[src/rtl/vga_pkg.sv]
// Shared VGA timing constants and frame-capture state encoding.
// Used by vga_frame_capture; the optional CRC is enabled with VGA_CAPTURE_CRC_EN.
package vga_pkg;

    localparam int H_ACTIVE = 640;
    localparam int V_ACTIVE = 480;
    localparam int H_TOTAL  = 800;
    localparam int V_TOTAL  = 521;

    typedef enum logic [1:0] {
        ST_IDLE    = 2'd0,
        ST_SYNC    = 2'd1,
        ST_CAPTURE = 2'd2,
        ST_DONE    = 2'd3
    } cap_state_e;

    // Geometry counters stick at all-ones instead of wrapping.
    function automatic logic [9:0] sat_inc10(input logic [9:0] v);
        return (v == 10'h3FF) ? v : v + 10'd1;
    endfunction

endpackage

[src/rtl/vga_frame_capture_if.sv]
// Video input stream and frame-buffer write port of the VGA frame grabber.
// master = video source / memory side, slave = the capture block.
interface vga_frame_capture_if #(
    parameter int ADDR_W = 19
);
    logic              pix_en;
    logic              hsync;
    logic              vsync;
    logic              bright;
    logic [7:0]        R;
    logic [7:0]        G;
    logic [7:0]        B;
    logic              wr_en;
    logic [ADDR_W-1:0] wr_addr;
    logic [23:0]       wr_data;

    modport master (
        output pix_en, hsync, vsync, bright, R, G, B,
        input  wr_en, wr_addr, wr_data
    );

    modport slave (
        input  pix_en, hsync, vsync, bright, R, G, B,
        output wr_en, wr_addr, wr_data
    );
endinterface

[src/rtl/crc16_rgb.sv]
// CRC-16-CCITT (poly 0x1021, MSB first) advanced by one RGB pixel: bytes R, G, B in order.
// Only compiled when VGA_CAPTURE_CRC_EN is defined.
`ifdef VGA_CAPTURE_CRC_EN
module crc16_rgb (
    input  logic [15:0] crc_i,
    input  logic [23:0] data_i,
    output logic [15:0] crc_o
);
    always_comb begin
        logic [15:0] c;
        c = crc_i;
        for (int i = 23; i >= 0; i--) begin
            if (c[15] ^ data_i[i]) c = {c[14:0], 1'b0} ^ 16'h1021;
            else                   c = {c[14:0], 1'b0};
        end
        crc_o = c;
    end
endmodule
`endif

[src/rtl/vga_frame_capture.sv]
// VGA sink: grabs one (or every other, in continuous mode) frame into a linear frame buffer
// and checks line/frame geometry. Define VGA_CAPTURE_CRC_EN to add the frame_crc output.
module vga_frame_capture
    import vga_pkg::*;
#(
    parameter int H_ACTIVE = vga_pkg::H_ACTIVE,
    parameter int V_ACTIVE = vga_pkg::V_ACTIVE,
    parameter int ADDR_W   = 19
) (
    input  logic               clk,
    input  logic               rst,
    vga_frame_capture_if.slave vid,
    input  logic               arm,
    input  logic               continuous,
    output logic               busy,
    output logic               frame_done,
    output logic               line_err,
    output logic               frame_err,
    output logic [9:0]         lines_seen
`ifdef VGA_CAPTURE_CRC_EN
    ,
    output logic [15:0]        frame_crc
`endif
);

    localparam logic [9:0]        H_LEN    = 10'(H_ACTIVE);
    localparam logic [9:0]        V_LEN    = 10'(V_ACTIVE);
    localparam logic [ADDR_W-1:0] ADDR_END = ADDR_W'(H_ACTIVE * V_ACTIVE);

    cap_state_e        state_q, state_d;
    logic              hs_q, hs_d, vs_q, vs_d, br_q, br_d;
    logic [9:0]        x_q, x_d, y_q, y_d;
    logic [ADDR_W-1:0] addr_q, addr_d;
    logic              wr_en_q, wr_en_d;
    logic [ADDR_W-1:0] wr_addr_q, wr_addr_d;
    logic [23:0]       wr_data_q, wr_data_d;
    logic              line_err_q, line_err_d, frame_err_q, frame_err_d;
    logic [9:0]        lines_seen_q, lines_seen_d;

    logic        vs_fall, br_fall, hs_fall;
    logic [23:0] pix_rgb;

    // Edges compare the incoming sample with the stage-1 copy, so a write issues on the sampling edge.
    assign vs_fall = vid.pix_en & vs_q & ~vid.vsync;
    assign br_fall = vid.pix_en & br_q & ~vid.bright;
    assign hs_fall = vid.pix_en & hs_q & ~vid.hsync;
    assign pix_rgb = {vid.R, vid.G, vid.B};

`ifdef VGA_CAPTURE_CRC_EN
    logic [15:0] crc_q, crc_d, crc_next, frame_crc_q, frame_crc_d;

    crc16_rgb u_crc (
        .crc_i  (crc_q),
        .data_i (pix_rgb),
        .crc_o  (crc_next)
    );
`endif

    always_comb begin
        state_d      = state_q;
        hs_d         = hs_q;
        vs_d         = vs_q;
        br_d         = br_q;
        x_d          = x_q;
        y_d          = y_q;
        addr_d       = addr_q;
        wr_en_d      = 1'b0;
        wr_addr_d    = wr_addr_q;
        wr_data_d    = wr_data_q;
        line_err_d   = line_err_q;
        frame_err_d  = frame_err_q;
        lines_seen_d = lines_seen_q;
`ifdef VGA_CAPTURE_CRC_EN
        crc_d        = crc_q;
        frame_crc_d  = frame_crc_q;
`endif
        if (vid.pix_en) begin
            hs_d = vid.hsync;
            vs_d = vid.vsync;
            br_d = vid.bright;
        end

        case (state_q)
            ST_IDLE: begin
                if (arm) begin
                    state_d     = ST_SYNC;
                    line_err_d  = 1'b0;
                    frame_err_d = 1'b0;
                end
            end
            ST_SYNC: begin
                if (vs_fall) begin
                    state_d = ST_CAPTURE;
                    x_d     = '0;
                    y_d     = '0;
                    addr_d  = '0;
`ifdef VGA_CAPTURE_CRC_EN
                    crc_d   = 16'hFFFF;
`endif
                end
            end
            ST_CAPTURE: begin
                if (vs_fall) begin
                    // vsync wins over a coincident pixel; a line still in progress is closed here.
                    state_d = ST_DONE;
                    if (br_q) begin
                        y_d = sat_inc10(y_q);
                        if (x_q != H_LEN) line_err_d = 1'b1;
                    end
                end else if (vid.pix_en) begin
                    if (br_fall) begin
                        if (x_q != H_LEN) line_err_d = 1'b1;
                        x_d = '0;
                        y_d = sat_inc10(y_q);
                    end
                    if (vid.bright) begin
                        x_d = sat_inc10(x_q);
                        if (hs_fall) line_err_d = 1'b1;
                        if (addr_q == ADDR_END) begin
                            frame_err_d = 1'b1;
                        end else begin
                            wr_en_d   = 1'b1;
                            wr_addr_d = addr_q;
                            wr_data_d = pix_rgb;
                            addr_d    = addr_q + ADDR_W'(1);
`ifdef VGA_CAPTURE_CRC_EN
                            crc_d     = crc_next;
`endif
                        end
                    end
                end
            end
            default: begin
                lines_seen_d = y_q;
                if (y_q != V_LEN) frame_err_d = 1'b1;
`ifdef VGA_CAPTURE_CRC_EN
                frame_crc_d  = crc_q;
`endif
                state_d = continuous ? ST_SYNC : ST_IDLE;
            end
        endcase
    end

    always_ff @(posedge clk or negedge rst) begin
        if (!rst) begin
            state_q      <= ST_IDLE;
            hs_q         <= 1'b1;
            vs_q         <= 1'b1;
            br_q         <= 1'b0;
            x_q          <= '0;
            y_q          <= '0;
            addr_q       <= '0;
            wr_en_q      <= 1'b0;
            wr_addr_q    <= '0;
            wr_data_q    <= '0;
            line_err_q   <= 1'b0;
            frame_err_q  <= 1'b0;
            lines_seen_q <= '0;
`ifdef VGA_CAPTURE_CRC_EN
            crc_q        <= 16'hFFFF;
            frame_crc_q  <= '0;
`endif
        end else begin
            state_q      <= state_d;
            hs_q         <= hs_d;
            vs_q         <= vs_d;
            br_q         <= br_d;
            x_q          <= x_d;
            y_q          <= y_d;
            addr_q       <= addr_d;
            wr_en_q      <= wr_en_d;
            wr_addr_q    <= wr_addr_d;
            wr_data_q    <= wr_data_d;
            line_err_q   <= line_err_d;
            frame_err_q  <= frame_err_d;
            lines_seen_q <= lines_seen_d;
`ifdef VGA_CAPTURE_CRC_EN
            crc_q        <= crc_d;
            frame_crc_q  <= frame_crc_d;
`endif
        end
    end

    assign vid.wr_en   = wr_en_q;
    assign vid.wr_addr = wr_addr_q;
    assign vid.wr_data = wr_data_q;
    assign busy        = (state_q == ST_SYNC) || (state_q == ST_CAPTURE);
    assign frame_done  = (state_q == ST_DONE);
    assign line_err    = line_err_q;
    assign frame_err   = frame_err_q;
    assign lines_seen  = lines_seen_q;
`ifdef VGA_CAPTURE_CRC_EN
    assign frame_crc   = frame_crc_q;
`endif

endmodule

[src/flat_wrapper.sv]
// flat-port wrapper written by rule: the top's interface ports become plain ports
module vga_frame_capture_flat import vga_pkg::*;
#(
    parameter int H_ACTIVE = vga_pkg::H_ACTIVE,
    parameter int V_ACTIVE = vga_pkg::V_ACTIVE,
    parameter int ADDR_W   = 19
)
  (clk, rst, arm, continuous, busy, frame_done, line_err, frame_err, lines_seen, vid_pix_en, vid_hsync, vid_vsync, vid_bright, vid_R, vid_G, vid_B, vid_wr_en, vid_wr_addr, vid_wr_data);
  vga_frame_capture_if #(.ADDR_W(ADDR_W)) vid_i ();
  input  logic clk;
  input  logic rst;
  input  logic arm;
  input  logic continuous;
  output logic busy;
  output logic frame_done;
  output logic line_err;
  output logic frame_err;
  output logic [9:0] lines_seen;
  input wire logic [$bits(vid_i.pix_en)-1:0] vid_pix_en;
  input wire logic [$bits(vid_i.hsync)-1:0] vid_hsync;
  input wire logic [$bits(vid_i.vsync)-1:0] vid_vsync;
  input wire logic [$bits(vid_i.bright)-1:0] vid_bright;
  input wire logic [$bits(vid_i.R)-1:0] vid_R;
  input wire logic [$bits(vid_i.G)-1:0] vid_G;
  input wire logic [$bits(vid_i.B)-1:0] vid_B;
  output wire logic [$bits(vid_i.wr_en)-1:0] vid_wr_en;
  output wire logic [$bits(vid_i.wr_addr)-1:0] vid_wr_addr;
  output wire logic [$bits(vid_i.wr_data)-1:0] vid_wr_data;
  assign vid_i.pix_en = vid_pix_en;
  assign vid_i.hsync = vid_hsync;
  assign vid_i.vsync = vid_vsync;
  assign vid_i.bright = vid_bright;
  assign vid_i.R = vid_R;
  assign vid_i.G = vid_G;
  assign vid_i.B = vid_B;
  assign vid_wr_en = vid_i.wr_en;
  assign vid_wr_addr = vid_i.wr_addr;
  assign vid_wr_data = vid_i.wr_data;
  vga_frame_capture #(.H_ACTIVE(H_ACTIVE), .V_ACTIVE(V_ACTIVE), .ADDR_W(ADDR_W)) u_core (.clk(clk), .rst(rst), .vid(vid_i), .arm(arm), .continuous(continuous), .busy(busy), .frame_done(frame_done), .line_err(line_err), .frame_err(frame_err), .lines_seen(lines_seen));
endmodule
[config.mk]
export PLATFORM = sky130hd
export DESIGN_NAME = vga_frame_capture_flat
export DESIGN_NICKNAME = d
export VERILOG_FILES = /design/src/rtl/vga_pkg.sv /design/src/rtl/vga_frame_capture_if.sv /design/src/rtl/crc16_rgb.sv /design/src/rtl/vga_frame_capture.sv /design/src/flat_wrapper.sv
export SDC_FILE = /design/constraint.sdc
export NUM_CORES = 1
export LEC_CHECK = 0
export BUFFER_PORTS_ARGS = -buffer_cell sky130_fd_sc_hd__buf_2
export CORE_AREA = 2 2 112 157
export DETAILED_ROUTE_END_ITERATION = 10
export DIE_AREA = 0 0 114 159
export PLACE_DENSITY = 0.46
export SETUP_SLACK_MARGIN = 0.4
export SKIP_LAST_GASP = 1
export SLEW_MARGIN = 0
export SYNTH_ARGS = -nofsm -noshare
export SYNTH_HDL_FRONTEND = slang
export SYNTH_SLANG_ARGS = --single-unit
export TNS_END_PERCENT = 20
[constraint.sdc]
create_clock -name clk -period 2.1 [get_ports clk]
set_input_delay 0 -clock clk [delete_from_list [all_inputs] [get_ports clk]]
set_output_delay 0 -clock clk [all_outputs]
set_load 0.01 [all_outputs]
==> results.md, run 1 <==
Run status:
- The flow ran to the end, and the final reports show no timing, DRC or antenna violations.

Clocking:
- CTS placed an instance of sky130_fd_sc_hd__clkbuf_16 at the clock tree root.
- The clock tree from TritonCTS is built.
- The insertion delay to the later sink of the worst-skew pair is about 0.35 ns.
- The TritonCTS sink count is 100.
- The total number of H-tree levels is 3.
- The clock-pin transition on the worst setup and hold timing paths is around 0.070 ns.
- Buffers inserted during clock tree synthesis total 9.
- The clock passes through at most 2 buffers.

Synth:
- The average cell area after synthesis is approximately 12 sq um.
- The XOR/XNOR share of the synthesized area is roughly 3.0%.
- Counting every net in the synthesized netlist gives around 470.
- The multiplexer fraction of the synthesized cell area is around 16%.
- The dominant combinational cell family by area after synthesis is simple AND/OR/NAND/NOR gates.
- Of the total synthesized cell area, the portion taken by full adders, half adders and majority gates is approximately 2.8%.
- The gate count after technology mapping is 423.
- Summing the areas of all compound-gate instances in the mapped netlist gives about 7.0% of the synthesized area.
- The synthesized netlist devotes approximately 17% of its cell area to simple gates.
- The cell area after synthesis is ~5000 sq um.
- For this run, the number of Yosys warnings is 0.
- After synthesis, the share of flip-flops with an asynchronous set or reset is 100%.
- The number of flops mapped to enable cells by yosys is 0.
- The sequential element share of the synthesized area is 50.7%.
- Synthesis instantiated 49 different standard cells from the library.
- Among all flip-flop cells after synthesis, the most frequent one is sky130_fd_sc_hd__dfrtp_1.
- After synthesis the netlist holds a flip-flop and latch count of 100.

Timing:
- The smallest clock period supported by the final layout is computed as ~2 ns.
- The final count of pins violating max slew is 0.
- Setup violations remaining at the end of the flow were counted as 0.
- The final worst clock skew is roughly 0.0097 ns.
- The measured slew at the worst slew-check pin is 0.495 ns.
- The relative slew slack is 67.0%.
- The maximum clock rate is roughly 0.5 GHz.
- The final count of hold timing violations is 0.
- Setup repair after global routing could not meet its margin everywhere.
- Of the available clock period, the critical path in the final layout requires 95.4%.
- The aggregate negative setup slack is 0 ns.

Cells and area:
- The total number of nets in the final design is 648.
- For this run, the number of standard cells in the final layout without fillers is roughly 800.
- From synthesis to final layout, the design area changed by 42.6%.
- The post-route netlist has between 40% and 50% of its cells at a drive strength greater than 1.
- Counting the fill cells in the layout gives 1570.
- The repair_antennas step left the layout with diodes totalling 0.
- The multi-input gate area in the final layout is approximately 2600 sq um.
- The area of all sequential standard cells is approximately 2500 sq um.
- For this run, the share of the core covered by cells in the final layout is ~42%.
- The most frequent standard cell in the layout excluding fill and tap cells is sky130_fd_sc_hd__dfrtp_1.
- The top cell types in the final layout, fill and taps aside, are 97 x sky130_fd_sc_hd__dfrtp_1, 88 x sky130_fd_sc_hd__buf_2, 60 x sky130_fd_sc_hd__buf_4.

Detailed routing:
- The via count is slightly below 4000.
- The initial detailed-routing violation count is approximately 120.
- In the routed layout, each cell is associated on average with a via count of around 4.8.
- Wires add up to between 10000 and 15000 microns.
- The residual DRC count is 0.
- The number of nets with antenna violations after detailed routing is 0.
- Dividing the detail-routed wire length by the instance count gives between 15 and 20 microns.
- The first detailed-routing pass took 5 iterations.

Power and ir drop:
- The fraction of power consumed by the clock network is around a quarter.
- The internal portion of the total power is around 4.7 mW.
- Net switching is 32.8% of the power.
- The relative contribution of combinational cells to total power is approximately two fifths.
- The total power divided by cell area is roughly 1000 nW/um^2.
- The final total power is a little over 7 mW.
- VDD sags by at most about 810 uV.
- The switching power summed over all nets is 2.31 mW.
- The leakage power summed over all cells is approximately 3.3 nW.
- Per report_power, the sequential group accounts for between 30% and 40% of the total.

Floorplan:
- 90 I/O pins were placed.
- The floorplan step set the die width to 114 microns.
- The initial standard-cell utilization of the core is approximately 30%.
- After floorplanning, the core was divided into between 50 and 60 placement rows.
- The die covers 18100 sq um.
- The floorplan step set the die height to 159 microns.
- The placeable core region is 16700 sq um.

Global routing:
- For this run the aggregate overflow at the end of global routing stands at 0.
- For this run, global-route usage on met2 was measured as 24.9%.
- The global-route usage over all layers is around 14%.
- The global-route wire length before repair is 20500 microns.
- The number of global-route vias before repair is 4033.
- met2 is the most crowded layer.
- The met1 capacity usage during global routing is approximately 17%.
- For this run, global-route usage on met3 was measured as under 10%.
- The initial antenna violation count is 0.
- The pin count of the biggest net entering global routing is 39.

Job:
- Max-cap violations in this run came to 0.

Worst setup path:
- STA classifies the critical path startpoint as a register.
- For the worst setup path, the data arrival time is roughly 2.2 ns.
- The largest fanout on the critical path is 16.
- The kind of critical path is reg -> reg.
- The data required time at the worst endpoint is 2.33 ns.
- STA classifies the critical path endpoint as a register.

Place:
- The HPWL after detailed placement is 8480 microns.
- The number of placed cells counting well taps is 749.
- Port buffering added 89 buffers.
- The routability congestion estimate from global placement is about 0.79.

Worst hold path:
- The path type of the worst min-delay path is in -> reg.
==> per-stage QoR <==
step	cell area, sq um	setup WS [ns]	hold slack, ns
6_report	7040	0.0967	0.0628
5_1_grt	7040	0.0456	0.0859
4_1_cts	6710	0.0193	0.0445
3_5_place_dp	6080	-0.0633	-0.0134
3_3_place_gp	6080	-0.0529	-0.0125
2_1_floorplan	5110	0.0654	-0.296
==> Yosys cell counts (3+ instances only) <==
master,instances,area (sq um)
sky130_fd_sc_hd__dfrtp_1,98,2450
sky130_fd_sc_hd__mux2_4,39,586
sky130_fd_sc_hd__nor2_1,27,101
sky130_fd_sc_hd__o21ai_0,26,130
sky130_fd_sc_hd__nand3_1,25,125
sky130_fd_sc_hd__nand2_1,24,90.1
sky130_fd_sc_hd__mux2_2,18,203
sky130_fd_sc_hd__inv_1,14,52.6
sky130_fd_sc_hd__xnor2_1,13,114
sky130_fd_sc_hd__ha_1,11,138
sky130_fd_sc_hd__a21oi_1,10,50.1
sky130_fd_sc_hd__clkbuf_1,10,37.5
sky130_fd_sc_hd__nor4_1,10,62.6
sky130_fd_sc_hd__nand4_1,8,50.1
sky130_fd_sc_hd__nand2b_1,7,43.8
sky130_fd_sc_hd__or4_1,7,52.6
sky130_fd_sc_hd__nor3_1,6,30.0
sky130_fd_sc_hd__and4_1,5,43.8
sky130_fd_sc_hd__or3_1,5,31.3
sky130_fd_sc_hd__a31oi_1,4,25.0
sky130_fd_sc_hd__and3_1,4,25.0
sky130_fd_sc_hd__buf_12,4,80.1
sky130_fd_sc_hd__nor2b_1,4,25.0
sky130_fd_sc_hd__xor2_1,4,35.0
sky130_fd_sc_hd__nand3b_1,3,22.5
sky130_fd_sc_hd__nor4b_1,3,26.3
sky130_fd_sc_hd__o211ai_1,3,22.5
sky130_fd_sc_hd__o31ai_1,3,22.5
==> logic make-up after synthesis <==
group | count (synthesis)
and+or+nand+nor | 149
DFF | 100
AOI/OAI and AO/OA | 57
muxes | 57
buffers and inverters | 32
xor gates and xnor gates | 17
adders and majority gates | 11
==> timing repair <==
item,4_1_cts,5_1_grt
endpoints found under the hold margin,76,0
pin swaps,1,17
resized for setup,7,43
buffers inserted,0,18
setup endpoints to repair,84,86
cloned,1,0
hold buffers,29,0
==> power by group through the flow <==
stage / clock network [mW] / registers [mW] / logic, mW
final: 1.68 / 2.52 / 2.84
after global routing: 1.83 / 2.57 / 3.11
after CTS: 1.75 / 2.52 / 2.55
after detailed placement: 0 / 2.55 / 2.46
after global placement: 0 / 2.53 / 2.44
after floorplan: 0 / 2.69 / 1.40
==> per-layer routing <==
metal  routed length, microns  vias up
met5                        0        -
met1                     5380     1892
met3                      370       14
li1                         -     1891
met2                     6430       82
met4                      226        0
==> cell type report <==
class	instances	area share (%)
clock inverter	5	0.888
sequential	100	35.6
timing repair buffer	188	19.1
multi-input combinational	291	36.7
inverter	15	0.800
tap	203	3.61
clock buffer	11	3.30
==> worst max-delay path: stages (launching register included) <==
cell	delay, ns
sky130_fd_sc_hd__dfrtp_1	0.39
sky130_fd_sc_hd__or4_4	0.55
sky130_fd_sc_hd__nor3_4	0.16
sky130_fd_sc_hd__nand2_2	0.08
sky130_fd_sc_hd__and3_4	0.22
sky130_fd_sc_hd__buf_12	0.17
sky130_fd_sc_hd__mux2_4	0.31
==> sequential cells by signal, summed over array words and instances, names as in the netlist, 2 cells and up <==
signal / flops
u_core.vid.wr_data: 24
u_core.addr_q: 19
u_core.vid.wr_addr: 19
u_core.lines_seen: 10
u_core.x_q: 10
u_core.y_q: 10
u_core.state_q: 2
==> worst paths after layout <==
| path | startpoint | end | slack (ns) | cells after the start |
|---|---|---|---|---|
| worst max-delay path | u_core.addr_q[14] | u_core.vid.wr_data[14] | 0.1 | 6 |
| worst min-delay path | vid_bright | u_core.br_q | 0.06 | 3 |
| worst max register to register | u_core.addr_q[14] | u_core.vid.wr_data[14] | 0.1 | 6 |
| worst min register to register | u_core.vid.wr_addr[7] | u_core.vid.wr_addr[7] | 0.50 | 1 |
| max in group asynchronous | rst | u_core.vs_q | 1.33 | 3 |
| min in group asynchronous | rst | u_core.vid.wr_en | 0.15 | 2 |
No activity file was read; power rests on OpenSTA's default activity.
==> run 2: changes to the inputs <==
Settings changed: PLACE_DENSITY 0.46 to default.
==> results.md, run 2 (same netlist as run 1, synthesis figures left out) <==
Run status:
- The run finished with clean final reports.

Clocking:
- The clock-pin transition on the worst setup and hold timing paths came to 0.07 ns (about the same).
- The TritonCTS sink count is 100 (unchanged).
- The clock tree from TritonCTS is built.
- The maximum count of clock buffers along a single path came to 2 (unchanged).
- The cell chosen for the clock root is sky130_fd_sc_hd__clkbuf_16.
- The insertion delay to the later sink of the worst-skew pair came to 0.35 ns (about the same).
- The total number of H-tree levels was 3 (unchanged).
- The number of buffers created by CTS is 9 (unchanged).

Timing:
- The final setup violation count is 0 (unchanged).
- The relative slew slack is 63.4% (-3.6 points).
- The measured slew at the worst slew-check pin is 0.549 ns (+0.0536 ns).
- The final count of pins violating max slew is 0 (unchanged).
- The minimum clock period came to 2.00 ns (+0.00162 ns).
- The period utilization is 95.5% (about the same).
- The final count of hold timing violations is 0 (unchanged).
- The final worst clock skew is 0.00793 ns (-0.00178 ns).
- Setup repair after global routing could not meet its margin everywhere.
- The final hold slack is 0.0275 ns (-0.0353 ns).
- The maximum clock rate was 0.499 GHz (about the same).
- The aggregate negative setup slack is 0 ns (unchanged).

Detailed routing:
- The residual DRC count is 0 (unchanged).
- The amount of wire on met3 after detailed routing is 386 microns (+4.3%).
- The routed length on met2 came to 6220 microns (-3.3%).
- The ratio of routed vias to standard cells came to 4.85 (+1.6%).
- The met1 wire length is 5140 microns (-4.3%).
- The average routed wire per standard cell is 15.1 microns (-0.93%).
- The via count came to 3841 (-0.98%).
- The wire length reported by the detailed router is 12000 microns (-3.5%).
- The initial detailed-routing violation count is 108 (-13%).
- After detailed routing, no signal wire sits above met4.
- The number of detailed-routing iterations run before antenna repair is 4 (-1).
- The number of nets with antenna violations after detailed routing is 0 (unchanged).

Global routing:
- The overflow left after global routing is 0 (unchanged).
- The pin count of the biggest net entering global routing is 43 (+10%).
- The number of global-route vias before repair was 3948 (-2.1%).
- The global-route usage over all layers is 13.0% (-1.1 points).
- The global-route wire length before repair is 19200 microns (-6.0%).
- The initial antenna violation count is 0 (unchanged).

Cells and area:
- The total number of nets in the final design is 627 (-3.2%).
- The fraction of final layout cells with drive strength greater than 1 is 42.8% (-3.8 points).
- The diode insertion count for antenna repair was 0 (unchanged).
- The finished layout cell area is 6770 sq um (-3.8%).
- From synthesis to final layout, the design area changed by 37.1%.
- The most frequent standard cell in the layout excluding fill and tap cells is sky130_fd_sc_hd__dfrtp_1.
- The library cells used most frequently in the layout, excluding fill and tap cells, are 96 x sky130_fd_sc_hd__dfrtp_1, 88 x sky130_fd_sc_hd__buf_2, 43 x sky130_fd_sc_hd__buf_4.
- The number of flip-flops under the largest register name is 24 (unchanged).
- The multi-input gate area in the final layout is 2480 sq um (-4.0%).
- The area of all sequential standard cells is 2510 sq um (about the same).
- The number of fill cells came to 1590 (+1.3%).
- The utilization after layout is 40.6% (-1.6 points).

Power and ir drop:
- The maximum vdd ir drop was 514 uV (-36%).
- The total power divided by cell area is 998 nW/um^2 (-0.22%).
- The leakage power summed over all cells was 3.19 nW (-4.1%).

Floorplan:
- The initial standard-cell utilization of the core is 29.6% (unchanged).
- The site row count came to 56 (unchanged).
- The area of the die is 18100 sq um (unchanged).
- The die height came to 159 microns (unchanged).
- The die width was 114 microns (unchanged).
- The number of placed I/O pins is 90 (unchanged).
- The placeable core region was 16700 sq um (unchanged).

Worst setup path:
- The end point of the critical path is u_core.vid.wr_data[8].
- The buffering stage count on the worst path with inverters included is 1 (unchanged).
- The endpoint identified for the worst register-to-register timing path is u_core.vid.wr_data[8].
- Walking the worst path, the cells encountered are or4_4, nor3_4, nand2_2, and3_4, clkbuf_16, mux2_4.
- The endpoint class of the critical path is a register.
- The launching element of the worst setup path is u_core.addr_q[2].
- The delay of the slowest critical-path stage is 0.55 ns (about the same).
- The worst-path cell with the longest stage delay is sky130_fd_sc_hd__or4_4.
- The number of cells traversed by the worst register-to-register path came to 6 (unchanged).
- The minimum setup slack among reg-to-reg paths is 0.1 ns (about the same).
- The logic depth of the worst path, buffers included is 6 (unchanged).
- The cell type group with the largest total delay on the critical path is simple AND/OR/NAND/NOR gates.
- The largest fanout on the critical path is 6 (-10).
- The startpoint identified for the worst register-to-register timing path is u_core.addr_q[2].
- The data required time at the worst endpoint is 2.33 ns (about the same).
- The critical path startpoint category is a register.
- The signal arrival time at the worst endpoint was 2.23 ns (about the same).
- The kind of critical path is reg -> reg.

Job:
- The max-cap violation count came to 0 (unchanged).

Place:
- The post-detailed-placement cell area is 6000 sq um (-1.3%).
- The placed wire-length estimate after detailed placement was 8330 microns (-1.9%).
- The count of buffers from port buffering was 89 (unchanged).
- The routability congestion estimate from global placement came to 0.847 (+7.7%).

Worst hold path:
- The path class of the tightest hold or removal check is in -> reg.
## run 2: cell types whose count changed in the layout (fill, tap and decap cells not counted), sizes merged
cell,delta
clkinvlp,-1
buf,-22
bufinv,-1
inv,+3
## run 2: worst min-delay path by stage
stage | to | startpoint | depth (start not counted) | slack [ns]
3_5_place_dp | u_core.vid.wr_data[21] | rst | 1 | 0.03
2_1_floorplan | u_core.addr_q[0] | rst | 0 | -0.30
5_1_grt | u_core.br_q | vid_pix_en | 2 | 0.04
6_report | u_core.br_q | vid_pix_en | 2 | 0.03
3_3_place_gp | u_core.vid.wr_data[22] | rst | 1 | 0.02
4_1_cts | u_core.br_q | vid_pix_en | 2 | 0.04
## run 2: layer usage
metal	track usage (%)	vias to the layer above
li1	-	1859
met1	15.4	1873
met2	23.1	97
met3	2.02	12
met4	5.49	0
met5	0	-
## run 2: timing repair
action / in CTS / in global routing
hold buffers: 29 / 0
gates resized for setup: 15 / 9
pin swaps: 7 / 7
endpoints found under the hold margin: 68 / 0
gates cloned: 1 / 1
buffers inserted: 3 / 2
endpoints found under the setup margin: 84 / 85
## run 2: power breakdown
group	leakage, nW	switching, mW	internal [mW]
registers	1.32	0.240	2.29
clock network	0.143	0.763	0.861
logic	1.72	1.27	1.33
total	3.19	2.27	4.49
## run 2: layout make-up
cell class              count  area share (%)
clock buffers              10            3.53
well taps                 203            3.75
inverters                  15           0.831
flip-flops and latches    100            37.0
clock inverters             6           0.831
multi-input cells         291            36.6
repair buffers            167            17.4
## run 2: through the flow
step / power, mW / setup slack (ns) / std cells
2_1_floorplan: 4.09 / 0.0654 / 423
6_report: 6.76 / 0.0951 / 792
5_1_grt: 7.16 / 0.0598 / 792
4_1_cts: 6.75 / 0.0532 / 789
3_3_place_gp: 4.91 / 0.0255 / 740
3_5_place_dp: 4.96 / -0.0174 / 740
